[src/rtl/snes_button_events_if.sv]
// Button-event bus: raw SNES poll inputs and FSM-side event queue outputs.
// master drives polls/pops (reader + FSM side); slave is the event block.
interface snes_button_events_if #(
    parameter int BTN_WIDTH = 12,
    parameter int DEPTH     = 8
);
    logic [BTN_WIDTH-1:0]       button_data;
    logic                       data_latch;
    logic                       evt_pop;
    logic                       clr_ovf;
    logic                       evt_valid;
    logic [3:0]                 evt_code;
    logic [$clog2(DEPTH):0]     evt_count;
    logic [BTN_WIDTH-1:0]       btn_level;
    logic                       overflow;

    modport master (
        output button_data, data_latch, evt_pop, clr_ovf,
        input  evt_valid, evt_code, evt_count, btn_level, overflow
    );

    modport slave (
        input  button_data, data_latch, evt_pop, clr_ovf,
        output evt_valid, evt_code, evt_count, btn_level, overflow
    );
endinterface

[src/rtl/snes_button_events.sv]
// Debounces SNES polls and queues press events (FWFT FIFO); latch->cap 3 clk, cap->evt_valid 3 clk.
// No backpressure to the reader: pushes into a full FIFO without a pop are dropped and flag overflow.
module snes_button_events #(
    parameter int BTN_WIDTH    = 12,
    parameter int DEPTH        = 8,
    parameter int STABLE_POLLS = 2
) (
    input logic                   clk,
    input logic                   reset,
    snes_button_events_if.slave   bus
);
    localparam int AW = $clog2(DEPTH);
    localparam int CW = (STABLE_POLLS > 1) ? $clog2(STABLE_POLLS) : 1;
    localparam logic [CW-1:0] CNT_MAX = CW'(STABLE_POLLS - 1);
    localparam logic [AW:0]   FULL    = (AW+1)'(DEPTH);

    logic                 lat_s1, lat_s2, lat_d, cap, cap_d;
    logic [BTN_WIDTH-1:0] bd_s1, bd_s2, cap_word;
    logic [BTN_WIDTH-1:0] btn_level, level_nxt, rise, pending, clr_mask;
    logic [CW-1:0]        cnt     [BTN_WIDTH];
    logic [CW-1:0]        cnt_nxt [BTN_WIDTH];
    logic                 push;
    logic [3:0]           push_code;
    logic [3:0]           mem [DEPTH];
    logic [AW-1:0]        wr_ptr, rd_ptr;
    logic [AW:0]          count;
    logic                 overflow;
    logic                 empty, full, do_pop, do_push, drop;

    // Button word rides a 2-flop stage alongside the latch so both arrive together.
    always_ff @(posedge clk or posedge reset) begin
        if (reset) begin
            lat_s1   <= 1'b0;
            lat_s2   <= 1'b0;
            lat_d    <= 1'b0;
            cap      <= 1'b0;
            cap_d    <= 1'b0;
            bd_s1    <= '0;
            bd_s2    <= '0;
            cap_word <= '0;
        end else begin
            lat_s1 <= bus.data_latch;
            lat_s2 <= lat_s1;
            lat_d  <= lat_s2;
            cap    <= lat_s2 & ~lat_d;
            cap_d  <= cap;
            bd_s1  <= bus.button_data;
            bd_s2  <= bd_s1;
            if (cap) cap_word <= bd_s2;
        end
    end

    always_comb begin
        level_nxt = btn_level;
        rise      = '0;
        for (int i = 0; i < BTN_WIDTH; i++) begin
            cnt_nxt[i] = cnt[i];
            if (cap_d) begin
                if (cap_word[i] == btn_level[i]) begin
                    cnt_nxt[i] = '0;
                end else if (cnt[i] == CNT_MAX) begin
                    cnt_nxt[i]   = '0;
                    level_nxt[i] = ~btn_level[i];
                    rise[i]      = ~btn_level[i];
                end else begin
                    cnt_nxt[i] = cnt[i] + CW'(1);
                end
            end
        end
    end

    // Descending scan so the last hit is the lowest pending index.
    always_comb begin
        push      = 1'b0;
        push_code = 4'd0;
        clr_mask  = '0;
        for (int i = BTN_WIDTH - 1; i >= 0; i--) begin
            if (pending[i]) begin
                push        = 1'b1;
                push_code   = 4'(i);
                clr_mask    = '0;
                clr_mask[i] = 1'b1;
            end
        end
    end

    assign empty   = (count == '0);
    assign full    = (count == FULL);
    assign do_pop  = bus.evt_pop & ~empty;
    assign do_push = push & (~full | do_pop);
    assign drop    = push & full & ~do_pop;

    always_ff @(posedge clk or posedge reset) begin
        if (reset) begin
            btn_level <= '0;
            pending   <= '0;
            wr_ptr    <= '0;
            rd_ptr    <= '0;
            count     <= '0;
            overflow  <= 1'b0;
            for (int i = 0; i < BTN_WIDTH; i++) cnt[i] <= '0;
            for (int i = 0; i < DEPTH; i++) mem[i] <= 4'd0;
        end else begin
            btn_level <= level_nxt;
            cnt       <= cnt_nxt;
            pending   <= (pending & ~clr_mask) | rise;
            if (do_push) begin
                mem[wr_ptr] <= push_code;
                wr_ptr      <= wr_ptr + AW'(1);
            end
            if (do_pop) rd_ptr <= rd_ptr + AW'(1);
            case ({do_push, do_pop})
                2'b10:   count <= count + (AW+1)'(1);
                2'b01:   count <= count - (AW+1)'(1);
                default: count <= count;
            endcase
            // A drop in the same cycle as clr_ovf keeps the flag set.
            if (drop)             overflow <= 1'b1;
            else if (bus.clr_ovf) overflow <= 1'b0;
        end
    end

    assign bus.evt_valid = ~empty;
    assign bus.evt_code  = empty ? 4'd0 : mem[rd_ptr];
    assign bus.evt_count = count;
    assign bus.btn_level = btn_level;
    assign bus.overflow  = overflow;
endmodule

[src/flat_wrapper.sv]
// flat-port wrapper written by rule: the top's interface ports become plain ports
module snes_button_events_flat 
#(
    parameter int BTN_WIDTH    = 12,
    parameter int DEPTH        = 8,
    parameter int STABLE_POLLS = 2
)
  (clk, reset, bus_button_data, bus_data_latch, bus_evt_pop, bus_clr_ovf, bus_evt_valid, bus_evt_code, bus_evt_count, bus_btn_level, bus_overflow);
  snes_button_events_if #(.BTN_WIDTH(BTN_WIDTH), .DEPTH(DEPTH)) bus_i ();
  input logic clk;
  input logic reset;
  input wire logic [$bits(bus_i.button_data)-1:0] bus_button_data;
  input wire logic [$bits(bus_i.data_latch)-1:0] bus_data_latch;
  input wire logic [$bits(bus_i.evt_pop)-1:0] bus_evt_pop;
  input wire logic [$bits(bus_i.clr_ovf)-1:0] bus_clr_ovf;
  output wire logic [$bits(bus_i.evt_valid)-1:0] bus_evt_valid;
  output wire logic [$bits(bus_i.evt_code)-1:0] bus_evt_code;
  output wire logic [$bits(bus_i.evt_count)-1:0] bus_evt_count;
  output wire logic [$bits(bus_i.btn_level)-1:0] bus_btn_level;
  output wire logic [$bits(bus_i.overflow)-1:0] bus_overflow;
  assign bus_i.button_data = bus_button_data;
  assign bus_i.data_latch = bus_data_latch;
  assign bus_i.evt_pop = bus_evt_pop;
  assign bus_i.clr_ovf = bus_clr_ovf;
  assign bus_evt_valid = bus_i.evt_valid;
  assign bus_evt_code = bus_i.evt_code;
  assign bus_evt_count = bus_i.evt_count;
  assign bus_btn_level = bus_i.btn_level;
  assign bus_overflow = bus_i.overflow;
  snes_button_events #(.BTN_WIDTH(BTN_WIDTH), .DEPTH(DEPTH), .STABLE_POLLS(STABLE_POLLS)) u_core (.clk(clk), .reset(reset), .bus(bus_i));
endmodule
[config.mk]
export PLATFORM = sky130hd
export DESIGN_NAME = snes_button_events_flat
export DESIGN_NICKNAME = d
export VERILOG_FILES = /design/src/rtl/snes_button_events_if.sv /design/src/rtl/snes_button_events.sv /design/src/flat_wrapper.sv
export SDC_FILE = /design/constraint.sdc
export NUM_CORES = 1
export LEC_CHECK = 0
export CAP_MARGIN = 20
export CORE_MARGIN = 1
export CORE_UTILIZATION = 55
export CTS_BUF_LIST = sky130_fd_sc_hd__clkbuf_8 sky130_fd_sc_hd__clkbuf_16
export CTS_CLUSTER_DIAMETER = 120
export DETAILED_ROUTE_END_ITERATION = 6
export PLACE_DENSITY = 0.86
export RECOVER_POWER = 50
export SLEW_MARGIN = 20
export SYNTH_ARGS = -nofsm -noshare
export SYNTH_HDL_FRONTEND = slang
export SYNTH_SLANG_ARGS = --single-unit
[constraint.sdc]
create_clock -name clk -period 6.3 [get_ports clk]
set_input_delay 0.63 -clock clk [delete_from_list [all_inputs] [get_ports clk]]
set_output_delay 0.63 -clock clk [all_outputs]
set_load 0.01 [all_outputs]
== Word-level counts from Yosys, hierarchy flattened ==
Index checks and enable logic that the tools add are counted.

* Output and inout port bits: 22
* Register bits: 120
* Logic and storage cells: 240
* Input bits: 17

* Reductions and logical operators: 16
* Order comparisons: 3
* $add $sub $neg: 16
* Muxes and demuxes: 106
* Eq/ne operators: 15
* Bitwise logic cells: 39

{| class="wikitable"
|+ Operators by type and width
! cell !! count
|-
| two-way mux 12 bit || 12
|-
| two-way mux 1 bit || 74
|-
| two-way mux 4 bit || 16
|-
| AND reduction 3 bit || 12
|-
| bitwise mux 32 bit || 1
|-
| inverter 1 bit || 28
|-
| adder 1 bit (second input constant) || 12
|-
| bitwise AND 12 bit || 1
|-
| binary-select mux 4 bit (select 3 bit) || 1
|-
| demux 4 bit (select 3 bit) || 1
|-
| equality test 1 bit || 12
|-
| inverter 12 bit || 1
|-
| OR 12 bit || 1
|-
| >= comparator 4 bit (second input constant) || 2
|-
| inverter 3 -> 4 bit || 2
|-
| one-hot mux 4 bit (2 select lines) || 1
|-
| adder 3 x 1 -> 3 bit (second input constant) || 2
|-
| bitwise AND 1 bit || 5
|-
| adder 4 x 1 -> 4 bit (second input constant) || 1
|-
| equality test 4 bit (second input constant) || 1
|-
| logical NOT 4 bit || 1
|-
| < comparator 4 x 1 -> 1 bit (second input constant) || 1
|-
| nonzero test 2 bit || 2
|-
| subtractor 4 x 1 -> 4 bit (second input constant) || 1
|-
| 4 further kinds || 4
|}

== Depth between registers and ports, before layout ==
* Word-level depth: 15
* Mapped depth: 12
* Mapped depth without buffers: 12

== Worst setup path before layout ==
OpenSTA, ideal clock, no wires.

* Path type: register -> register
* Start: reg u_core.count[0], in the netlist u_core.bus.evt_count[0]
* End: reg u_core.count[3], in the netlist u_core.bus.evt_count[3]
* Setup slack: 3.681 ns
* Setup time: 0.079 ns
* Stages on the path, launching flop included: 9
* Data required time: 6.221 ns
* Buffers on the path: 1
* Arrival: 2.540 ns
* Period minus slack after synthesis: 2.619 ns
* Cell sequence: dfrtp_1 -> or3_1 -> or3b_4 -> buf_6 -> nand2_1 -> ha_1 -> or3_2 -> o32ai_1 -> xor2_1

* Cells in the longest elaborated chain, start to end: 7
* Elaborated cells between the ends (all ways): 13
* Those cells by class: add/sub (2); eq/ne (3); mux (1); bitwise (5); reduce/logical (2)

{| class="wikitable"
|+ Ends and longest elaborated chain
! item !! RTL line !! source
|-
| from (decl) || snes_button_events.sv:26 || <nowiki>logic [AW:0] count;</nowiki>
|-
| from (signal assigned) || snes_button_events.sv:113 || <nowiki>2'b10: count <= count + (AW+1)'(1);</nowiki>
|-
| from (signal assigned) || snes_button_events.sv:114 || <nowiki>2'b01: count <= count - (AW+1)'(1);</nowiki>
|-
| from (signal assigned) || snes_button_events.sv:115 || <nowiki>default: count <= count;</nowiki>
|-
| logical NOT 4 bit || snes_button_events.sv:87 || <nowiki>assign empty = (count == '0);</nowiki>
|-
| inverter 1 bit || snes_button_events.sv:89 || <nowiki>assign do_pop = bus.evt_pop & ~empty;</nowiki>
|-
| bitwise AND 1 bit || snes_button_events.sv:89 ||
|-
| OR 1 bit || snes_button_events.sv:90 || <nowiki>assign do_push = push & (~full | do_pop);</nowiki>
|-
| bitwise AND 1 bit || snes_button_events.sv:90 ||
|-
| equality test 2 x 1 -> 1 bit / equality test 2 bit (equally long branches) || snes_button_events.sv:112 || <nowiki>case ({do_push, do_pop})</nowiki>
|-
| one-hot mux 4 bit (2 select lines) / nonzero test 2 bit (equally long branches) || -- ||
|}

Parallel ways exist; a longest one is shown, timed or not.
A chain may end at the register's enable or synchronous reset.

== Final worst setup path ==
* Start: reg u_core.rd_ptr[0]
* End: out bus_evt_code[0]

* Cells in the longest elaborated chain, start to end: 5

{| class="wikitable"
|+ Ends and longest elaborated chain
! item !! RTL line !! source
|-
| from (decl) || snes_button_events.sv:25 || <nowiki>logic [AW-1:0] wr_ptr, rd_ptr;</nowiki>
|-
| from (signal assigned) || snes_button_events.sv:111 || <nowiki>if (do_pop) rd_ptr <= rd_ptr + AW'(1);</nowiki>
|-
| inverter 3 -> 4 bit (implied by the code) || snes_button_events.sv:124 || <nowiki>assign bus.evt_code = empty ? 4'd0 : mem[rd_ptr];</nowiki>
|-
| binary-select mux 4 bit (select 3 bit) || snes_button_events.sv:124 ||
|-
| two-way mux 4 bit (implied by the code) (2 in series) || snes_button_events.sv:124 ||
|-
| two-way mux 4 bit || snes_button_events.sv:124 ||
|-
| to (decl) || flat_wrapper.sv:17 || <nowiki>output wire logic [$bits(bus_i.evt_code)-1:0] bus_evt_code;</nowiki>
|}

Every way passes these cells. The select of a mux whose other input is x is not followed.

==> metrics.md <==
| Metric | Value |
|---|---|
| Share of the synthesized area in the top cell type | `60.67%` |
| Syn Inst Count | `371` |
| Ports | `39` |
| Syn avg cell area | `13.34 µm²` |
| Final setup fails | `0` |
| Synth Flop Type | `dfrtp_1` |
| Most frequent cells in the layout | `120 x dfrtp_1, 61 x mux2_2, 27 x nand2_1` |
| FF-to-FF Start | `u_core.bus.evt_count[0]$_DFFE_PP0P_` |
| Hold WC Path Type | `register to register` |
| Total gr overflow | `0` |
| Drt drc | `0` |
| ANT cells | `0` |
| Most common cell after layout, fill and taps aside | `dfrtp_1` |
| FF+latch count, synth | `120` |
| Final hold violation count | `0` |
| Synth Area in XOR/XNOR | `3.185%` |
| Final max-slew violation count | `56` |
| Post-synth EDFFs | `0` |
| Post-Syn Area | `4950 µm²` |
| Hpwl dp | `5603 µm` |
| CTS clk-pin slew, worst paths | `0.06 ns` |
| Initial core utilization | `56.76%` |
| Tcrit/Tclk final | `50.34%` |
| R2r setup slk | `3.42 ns` |
| Cell Pwr Density | `493.7 nW/µm²` |
| Synth Area in Compound Gates | `4.373%` |
| Mux contribution to synthesized area | `18.53%` |
| Worst path required time | `5.67 ns` |
| Antenna violations before repair | `0` |
| Synth top area cells | `dfrtp_1 61%, mux2_2 14%, mux4_2 3.6%` |
| Max incr delay on CP | `0.73 ns` |
| Critical Path Slowest Stage Cell | `dfrtp_1` |
| Cell Rows | `34` |
| Gpl congestion | `0.7806` |
| Period minus WS final | `3.171 ns` |
| Die Y | `96.87 µm` |
| Post-CTS setup buffers | `0` |
| Gr usage total | `20.58%` |
| DIE AREA | `9383 µm²` |
| Critical path capture point | `bus_evt_code[0]` |
| Max cap viols | `1` |
| Arrival time worst endpoint | `2.54 ns` |
| Bufs on Longest Clock Path | `2` |
| Slew of the pin with the lowest slew margin | `2.347 ns` |
| Core area | `8721 µm²` |
| Delay-heaviest family, CP | `multiplexers` |
| Status | `complete, but fails checks` |
| Syn nets | `393` |
| Drt pass-1 iters | `4` |
| Wirelength, routed | `8453 µm` |
| Cell leakage power | `0.002714 µW` |
| Clock sink count | `120` |
| Maximum vdd drop | `249.2 µV` |
| Largest net degree at the start of global routing | `67` |
| Crit path cell chain | `mux4_2, mux2i_1, nor2_1, clkdlybuf4s50_1` |
| Syn. warnings | `0` |
| DP Area | `5436 µm²` |
| Vias in the first global route | `3178` |
| WP buf/inv | `1` |
| DRT iter0 DRCs | `119` |
| Seq/Total Area, Yosys | `60.67%` |
| Vias | `2990` |
| Area Growth Syn to Fin | `21.26%` |
| RSZ-0062 raised after global routing | `false` |
| First-pass GRT wire length | `15040 µm` |
| Worst reg2reg path depth | `10` |
| H-tree depth | `4` |
| Largest family of logic cells by synthesized area | `multiplexers` |
| Die W | `96.87 µm` |
| Final Cell Area | `6002 µm²` |
| RR Endpoint | `u_core.bus.evt_count[2]$_DFFE_PP0P_` |
| Setup TNS | `0 ns` |
| Achievable clock frequency | `315.3 MHz` |
| Crit. Startpoint | `u_core.rd_ptr[0]$_DFFE_PP0P_` |
| Final Skew | `0.007900 ns` |
| Avg Vias per Cell | `5.517` |
| Clock root cell | `clkbuf_8` |
| Simple-gate share of the synthesized area | `10.14%` |
| Final ANT Viol Nets | `0` |
| Worst Hold Slack | `0.3499 ns` |
| Synth area leader | `dfrtp_1` |
| Failing checks | `max-capacitance violations, max-slew violations` |
| Crit. path cell count | `4` |
| CP startpoint kind | `register` |
| Worst Path Max Fanout | `10` |
| CTS tree | `yes` |
| Wire per inst | `15.60 µm` |
| CTS buffer count | `17` |
| # resized after CTS | `0` |
| WS Path Type | `register to primary output` |
| Crit. End Element | `primary output` |
| Share of cells above drive strength 1 | `25.35%` |
| Port Buffers | `38` |
| Count of nets after finishing | `443` |
| CTS hold repair buffers | `0` |
| Synth Area in Adders | `1.264%` |
| Worst-Skew Late Latency | `0.52 ns` |
| Relative slew slack | `-57.34%` |
| Synth unique cells | `38` |
| Synth async-reset ratio | `100.0%` |
-- cell usage after synthesis, types with 6 or more instances --
| master | instances |
|---|---|
| nand2b_1 | 15 |
| nand2_1 | 27 |
| dfrtp_1 | 120 |
| a21oi_1 | 6 |
| inv_1 | 14 |
| nor2_1 | 17 |
| xor2_1 | 12 |
| xnor2_1 | 6 |
| mux2_2 | 61 |
| o21ai_0 | 23 |
| mux4_2 | 8 |
| nand3_1 | 13 |
-- how the worst min path moves through the flow --
stage / from / end / cells after the start
floorplan: u_core.bd_s1[0]$_DFF_PP0_ / u_core.bd_s2[0]$_DFF_PP0_ / 0
global placement: u_core.bd_s1[5]$_DFF_PP0_ / u_core.bd_s2[5]$_DFF_PP0_ / 0
detailed placement: u_core.bd_s1[7]$_DFF_PP0_ / u_core.bd_s2[7]$_DFF_PP0_ / 0
CTS: u_core.bd_s1[2]$_DFF_PP0_ / u_core.bd_s2[2]$_DFF_PP0_ / 0
global route: u_core.bd_s1[2]$_DFF_PP0_ / u_core.bd_s2[2]$_DFF_PP0_ / 0
finish: u_core.bd_s1[2]$_DFF_PP0_ / u_core.bd_s2[2]$_DFF_PP0_ / 0
-- final cells by class --
| cell class | count | area [µm²] |
|---|---|---|
| Clock inverter | 15 | 155.1 |
| Clock buffer | 17 | 414.1 |
| Tap cell | 108 | 135.1 |
| Inverter | 14 | 53.80 |
| Multi-Input combinational cell | 229 | 1853 |
| Sequential cell | 120 | 3003 |
| Timing Repair Buffer | 39 | 387.9 |
| Fill cell | 608 | 2719 |
-- cell families after synthesis --
| kind of cell | count (synthesis) |
|---|---|
| AOI/OAI and AO/OA | 38 |
| xor gates and xnor gates | 18 |
| adders and majority gates | 5 |
| buffers and inverters | 22 |
| DFF | 120 |
| muxes | 74 |
| and+or+nand+nor | 94 |
-- flip-flops by register name (all words and copies together), names as in the netlist --
register              cells
u_core.bd_s1             12
u_core.cap                1
u_core.mem               32
u_core.pending           12
u_core.wr_ptr             3
u_core.bus.overflow       1
u_core.lat_s1             1
u_core.cap_word          12
u_core.bus.evt_count      4
u_core.cnt               12
u_core.cap_d              1
u_core.lat_s2             1
u_core.rd_ptr             3
u_core.lat_d              1
u_core.bd_s2             12
u_core.bus.btn_level     12
-- layer usage --
layer | track usage, % | routed length, µm
met1 | 25.87 | 3685
met2 | 33.80 | 4345
met3 | 5.202 | 267
met4 | 9.185 | 155
met5 | 0 | 0
-- report_power, final --
group	internal, µW	leakage (µW)	switching, µW	total [µW]
sequential	993	0.00151	212	1200
combinational	486	0.000922	352	838
clock	539	0.000281	381	921
-- through the flow --
step | total power [µW] | worst slack (ns) | utilization, % | instances
floorplan | 1753 | 2.484 | - | 371
global placement | 1993 | 3.409 | 62.34 | 510
detailed placement | 2057 | 3.299 | 62.34 | 510
CTS | 2993 | 3.077 | 68.87 | 542
global route | 3143 | 2.935 | 68.82 | 542
finish | 2963 | 3.129 | 68.82 | 542
Power figures use the tool's default switching activity.
